File: config.mk
export PLATFORM = sky130hd
export DESIGN_NAME = frame_loader
export DESIGN_NICKNAME = d
export VERILOG_FILES = /design/src/rtl/frame_loader.sv
export SDC_FILE = /design/constraint.sdc
export NUM_CORES = 1
export LEC_CHECK = 0
export ABC_AREA = 1
export BUFFER_PORTS_ARGS = -buffer_cell sky130_fd_sc_hd__buf_4
export CAP_MARGIN = 20
export CORE_ASPECT_RATIO = 0.7
export CORE_MARGIN = 2
export CORE_UTILIZATION = 35
export CTS_CLUSTER_SIZE = 14
export DETAILED_ROUTE_END_ITERATION = 16
export HOLD_SLACK_MARGIN = 0.06
export PLACE_DENSITY_LB_ADDON = 0.15
export SYNTH_ARGS = -nofsm -noshare
export SYNTH_HDL_FRONTEND = slang
export SYNTH_SLANG_ARGS = --single-unit
File: constraint.sdc
create_clock -name clk -period 3.1 [get_ports clk]
set_input_delay 0.62 -clock clk [delete_from_list [all_inputs] [get_ports clk]]
set_output_delay 0.62 -clock clk [all_outputs]
set_load 0.005 [all_outputs]
File: src/rtl/frame_loader.sv
// frame_loader: assembles a byte stream into 12-bit RGB pixels and writes
// them sequentially into a frame buffer starting at address 0.
// Two bytes per pixel: {R,G} then {xxxx,B}.
// Optional build macro FRAME_LOADER_CSUM_EN: after the last pixel, one more
// byte is accepted and compared against the modulo-256 sum of all pixel
// bytes; the result is reported on csum_err.
module frame_loader #(
  parameter int FRAME_PIXELS = 76800,
  parameter int ADDR_W       = 17
) (
  input  logic              clk,
  input  logic              rst,
  input  logic              start,
  input  logic [7:0]        in_data,
  input  logic              in_valid,
  output logic              in_ready,
  output logic              we,
  output logic [ADDR_W-1:0] waddr,
  output logic [11:0]       wdata,
  output logic              busy,
  output logic              frame_done,
  output logic              csum_err
);

`ifdef FRAME_LOADER_CSUM_EN
  typedef enum logic [1:0] {IDLE, RECV_HI, RECV_LO, RECV_CSUM} state_t;
`else
  typedef enum logic [1:0] {IDLE, RECV_HI, RECV_LO} state_t;
`endif

  localparam logic [ADDR_W-1:0] LAST_PIX = ADDR_W'(FRAME_PIXELS - 1);

  state_t            state, state_next;
  logic [ADDR_W-1:0] pix_cnt;
  logic [7:0]        rg_byte;
  logic              accept;
  logic              hi_acc;
  logic              pix_wr;
  logic              frame_end;

  // Next-state and per-cycle control strobes; start overrides any byte.
  always_comb begin
    state_next = state;
    accept     = in_valid & in_ready;
    hi_acc     = 1'b0;
    pix_wr     = 1'b0;
    frame_end  = 1'b0;
    if (start) begin
      state_next = RECV_HI;
    end else begin
      case (state)
        RECV_HI: begin
          if (accept) begin
            hi_acc     = 1'b1;
            state_next = RECV_LO;
          end
        end
        RECV_LO: begin
          if (accept) begin
            pix_wr = 1'b1;
            if (pix_cnt == LAST_PIX) begin
`ifdef FRAME_LOADER_CSUM_EN
              state_next = RECV_CSUM;
`else
              state_next = IDLE;
              frame_end  = 1'b1;
`endif
            end else begin
              state_next = RECV_HI;
            end
          end
        end
`ifdef FRAME_LOADER_CSUM_EN
        RECV_CSUM: begin
          if (accept) begin
            frame_end  = 1'b1;
            state_next = IDLE;
          end
        end
`endif
        default: ;
      endcase
    end
  end

  // State register; in_ready is registered from the next state so it is
  // high exactly while a receive state is current.
  always_ff @(posedge clk or posedge rst) begin
    if (rst) begin
      state    <= IDLE;
      in_ready <= 1'b0;
    end else begin
      state    <= state_next;
      in_ready <= (state_next != IDLE);
    end
  end

  // Pixel assembly, write port and frame status.
  always_ff @(posedge clk or posedge rst) begin
    if (rst) begin
      pix_cnt    <= '0;
      rg_byte    <= '0;
      we         <= 1'b0;
      waddr      <= '0;
      wdata      <= '0;
      busy       <= 1'b0;
      frame_done <= 1'b0;
    end else begin
      we         <= pix_wr;
      frame_done <= frame_end;
      if (start) begin
        pix_cnt <= '0;
        busy    <= 1'b1;
      end else if (frame_end) begin
        busy <= 1'b0;
      end
      if (hi_acc) rg_byte <= in_data;
      if (pix_wr) begin
        waddr   <= pix_cnt;
        wdata   <= {rg_byte, in_data[3:0]};
        pix_cnt <= (pix_cnt == LAST_PIX) ? '0 : pix_cnt + ADDR_W'(1);
      end
    end
  end

`ifdef FRAME_LOADER_CSUM_EN
  logic [7:0] csum;

  // Running byte sum over the pixel bytes and the end-of-frame compare.
  always_ff @(posedge clk or posedge rst) begin
    if (rst) begin
      csum     <= '0;
      csum_err <= 1'b0;
    end else if (start) begin
      csum     <= '0;
      csum_err <= 1'b0;
    end else begin
      if (hi_acc || pix_wr) csum <= csum + in_data;
      if (frame_end) csum_err <= (in_data != csum);
    end
  end
`else
  assign csum_err = 1'b0;
`endif

endmodule
### Yosys cells after proc, flatten, opt, wreduce, memory -nomap -nowiden

Cells that the tools add are included.

* register bits after elaboration: 60
* input bits: 12
* output and inout bits: 34
* word-level logic and storage cells: 36

* add/subtract/negate cells: 1
* eq/ne operators: 3
* mux-type cells: 19
* bitwise logic cells: 1
* reductions and logical operators: 3

Operator list (number)
* 17-bit 2-to-1 mux: 3
* 17-bit by 1-bit adder with 17-bit output, second input constant: 1
* 17-bit equality test, second input constant: 1
* 1-bit 2-to-1 mux: 12
* 2-bit 2-to-1 mux: 3
* 2-bit nonzero test: 3
* 2-bit one-hot mux with 2 select lines: 1
* 2-bit by 1-bit equality test with 1-bit output, second input constant: 1
* 2-bit equality test, second input constant: 1
* 1-bit AND: 1

### Logic depth before layout (Yosys ltp)

* depth after elaboration: 7
* mapped depth: 9
* gate-level depth less buffers: 9

### Worst setup path before layout

OpenSTA, ideal clock, no wires.

* kind: in2reg
* start: input port in_valid
* end: register waddr[12]
* setup time: 0.130 ns
* arrival: 1.364 ns
* required time: 2.970 ns
* slack: 1.605 ns
* stages on the path: 9
* buffers on the path: 2
* cell sequence: nand2_1 -> inv_2 -> nand2_2 -> nor2_4 -> inv_2 -> buf_6 -> buf_6 -> nand2_1 -> o21ai_0

* cells in the longest elaborated chain, start to end: 4

RTL lines
* start, declared: line 15 `input logic in_valid,`
* 1-bit AND: line 44 `accept = in_valid & in_ready;`
* 1-bit 2-to-1 mux: line 59 `if (accept) begin`
* 1-bit 2-to-1 mux: line 51 `case (state)`
* 1-bit 2-to-1 mux: line 48 `if (start) begin`
* end signal, assigned: line 119 `waddr <= pix_cnt;`
* end, declared: line 18 `output logic [ADDR_W-1:0] waddr,`

No other way between the ends.
A chain may end at the register's enable or synchronous reset.

### Final worst setup path

* start: register state[0]
* end: register pix_cnt[13]

* cells in the longest elaborated chain, start to end: 4
* elaborated cells between the ends (all ways): 5
* classes of those cells: 1 x eq/ne; 3 x mux; 1 x reduce/logical

RTL lines
* start, declared: line 33 `state_t state, state_next;`
* start signal, assigned: line 93 `state <= state_next;`
* 2-bit equality test (*): line 51
* 1-bit 2-to-1 mux (*): line 51
* 1-bit 2-to-1 mux (*): line 48
* 17-bit 2-to-1 mux or 2-bit nonzero test (tied branches)
* end signal, assigned: line 121 `pix_cnt <= (pix_cnt == LAST_PIX) ? '0 : pix_cnt + ADDR_W'(1);`
* end, declared: line 34 `logic [ADDR_W-1:0] pix_cnt;`

Mark *: on every way between the ends. The rest lies on a longest branch, timed or not.

==> impl_metrics.yaml <==
final_layout:
  area_growth_pct: 22.7
  nets: 371
  antenna_cells: 0
  drive_gt1_share_pct: 20.2
  final_core_util_pct: 44.9
  finalNonFillerCells: 459
  final_area_mm2: 0.00333
global_routing:
  grt_pass1_wl_mm: 9.83
  grt_usage_pct: 15.3
  grt_pass1_vias: 2007
  grt-ovfl-total: 0
  grt_max_degree: 58
  antenna_found_initial: 0
power:
  power_density_mw_per_mm2: 650
  total_power_mw: 2.16
  netSwitchingFraction_pct: 26.3
  power.net_switching_mw: 0.569
  p_leak_nw: 1.58
  pwr-share-comb_pct: 17.5
  internal_power_mw: 1.59
  ir_drop_mv: 0.339
  pwr-share-clk_pct: 36.1
  seq_power_share_pct: 46.3
critical_path:
  crit_type: "reg -> reg"
  crit_path_cell_trace: "inv_1 -> ha_1 -> nand2_2 -> nor2_4 -> inv_2 -> nor2_2 -> nand3_1 -> nand2_1"
  critical_path_required_ns: 3.38
  start_kind: "flop"
  cpPeakStageDelay_ns: 0.42
  cp_data_arrival_time_ns: 2.26
  critPathMaxFanout: 57
  critPathSlowestCell: "inv_2"
  setup.worst_path.end_class: "flop"
  r2r_cells: 8
floorplanning:
  core_mm2: 0.00742
  start_util_pct: 36.6
  die_h_um: 77.6
  io_pins: 46
  die_w_um: 109
  rows: 26
  die-area_mm2: 0.00848
clock_tree:
  cts_root_buffer: "clkbuf_8"
  path_clk_slew_ns: 0.07
  ctsHoldBuffers: 0
  cts_made_buffers: 9
  worstSkewPairLatency_ns: 0.34
  ctsResizeCount: 0
  cts_setup_buffers: 0
  cts_tree: "built"
  h-tree-depth: 3
  cts.sinks: 60
  cts_buffer_depth: 2
flow_run:
  maxCapViolations: 0
synthesis:
  synth_area_leaders: "dfrtp_1 55%, nand2_1 11%, o21ai_0 5.9%"
  yosysTopAreaCell: "dfrtp_1"
  syn-cell-area_mm2: 0.00271
  yosys.area_share.simple_pct: 22.4
  syn_nets: 325
  synthMuxAreaShare_pct: 0
  yosys_warnings: 0
  synth-seq-area-share_pct: 55.4
  synth-xor-area-share_pct: 2.58
  synth_cell_types: 28
  synth_compound_area_share_pct: 10.2
  synth-seq-cells: 60
  syn_inst: 310
  synth_fa_ha_area_share_pct: 1.38
  synth_top_area_share_pct: 55.4
  syn_avg_cell_area_um2: 8.75
  synth_top_family_by_area: "simple AND/OR/NAND/NOR gates"
sta:
  tightestPinTransition_ns: 0.865
  hold_violations: 0
  relSlewSlack_pct: 42.2
  hold_slack_ns: 0.381
  setup_tns_ns: 0
  final.setup.worst_slack_ns: 1.12
  slew_viol_final: 0
  fmax_ghz: 0.504
  finClkSkew_ns: 0.00766
  finalSetupViolCount: 0
  timing.final.crit_share_pct: 63.9
  period_minus_slack_ns: 1.98
  rsz0062_at_grt: "no"
routing:
  ant_nets: 0
  vias: 2060
  dr.pass1.iters: 4
  wl_per_cell_um: 12.7
  dr.first_iter.drc_count: 152
  drcViolationCount: 0
  via_per_inst: 4.49
  finalWirelength_mm: 5.83
placed_design:
  dp_hpwl_mm: 4.01
  placed_cell_area_mm2: 0.00311
  dp_cells: 443
  pre_cts_ws_ns: 0.925
  gp_congestion: 0.828
  port_buffers: 44
min_path:
  holdCritPathClass: "in -> async"
status:
  status: "complete, no violations"
[cell usage after synthesis (all sizes together)]
master / n
clkbuf: 2
o22ai: 9
xor2: 7
ha: 3
nand4: 2
a21oi: 4
o21a: 1
nand3b: 1
dfrtp: 60
nor3: 3
nor2: 34
o21ai: 38
nand2: 86
nand3: 12
xnor2: 1
buf: 8
inv: 37
and2: 1
conb: 1
[worst max-delay path, delay by kind of cell, from the launching register on]
family,cells,cell delay (ns)
adder cells (fa/ha/maj),1,0.21
flip-flops,1,0.41
buffers and inverters,2,0.49
AND/OR/NAND/NOR,5,0.80
[layer usage]
| metal | global-route usage, % | routed length (um) | up-vias |
|---|---|---|---|
| met4 | 5.70 | 87 | 0 |
| met2 | 20.0 | 2290 | 43 |
| li1 | - | - | 1068 |
| met1 | 23.1 | 3150 | 939 |
| met5 | 0 | 0 | - |
| met3 | 5.21 | 308 | 10 |
[logic make-up after synthesis]
| logic type | count (synthesis) |
|---|---|
| fa+ha+maj | 3 |
| other cells | 1 |
| simple gates | 139 |
| flops | 60 |
| xor+xnor | 8 |
| buf+inv | 47 |
| compound gates | 52 |
[worst paths after layout]
check	startpoint	end	slack (ns)
min reg2reg	wdata[5]	wdata[5]	0.48
max in group asynchronous	rst	pix_cnt[10]	2.12
min	rst	wdata[8]	0.38
max	state[0]	pix_cnt[13]	1.12
min in group clk	wdata[5]	wdata[5]	0.48
max reg2reg	state[0]	pix_cnt[13]	1.12
[cell usage in the layout (no fill, tap or decap), drive strengths merged, types with 3 or more instances in the layout]
master	synthesis	layout
dfrtp	60	60
nor2	34	34
inv	37	37
nand3	12	12
clkbuf	2	12
nor3	3	3
buf	8	45
ha	3	3
xor2	7	7
o22ai	9	9
o21ai	38	38
nand2	86	86
a21oi	4	4
[power by group through the flow]
stage	combinational [mW]	clock, mW	sequential (mW)
final	0.379	0.781	1.00
after global routing	0.436	0.844	1.02
after CTS	0.388	0.805	1.00
after detailed placement	0.387	0	1.01
after global placement	0.374	0	1.02
after floorplan	0.197	0	1.01
[state kept, by name (all words and copies together) (netlist names)]
name	cells
wdata	12
in_ready	1
rg_byte	8
state	2
waddr	17
we	1
busy	1
frame_done	1
pix_cnt	17
[final cells by class]
type,instances,area (um2)
clock buffer,12,145
clock inverter,4,72.6
fill,761,4090
inverter,37,139
multi-input combinational,203,996
sequential,60,1500
tap,98,123
timing repair buffer,45,350
No activity file was read; power rests on OpenSTA's default activity.
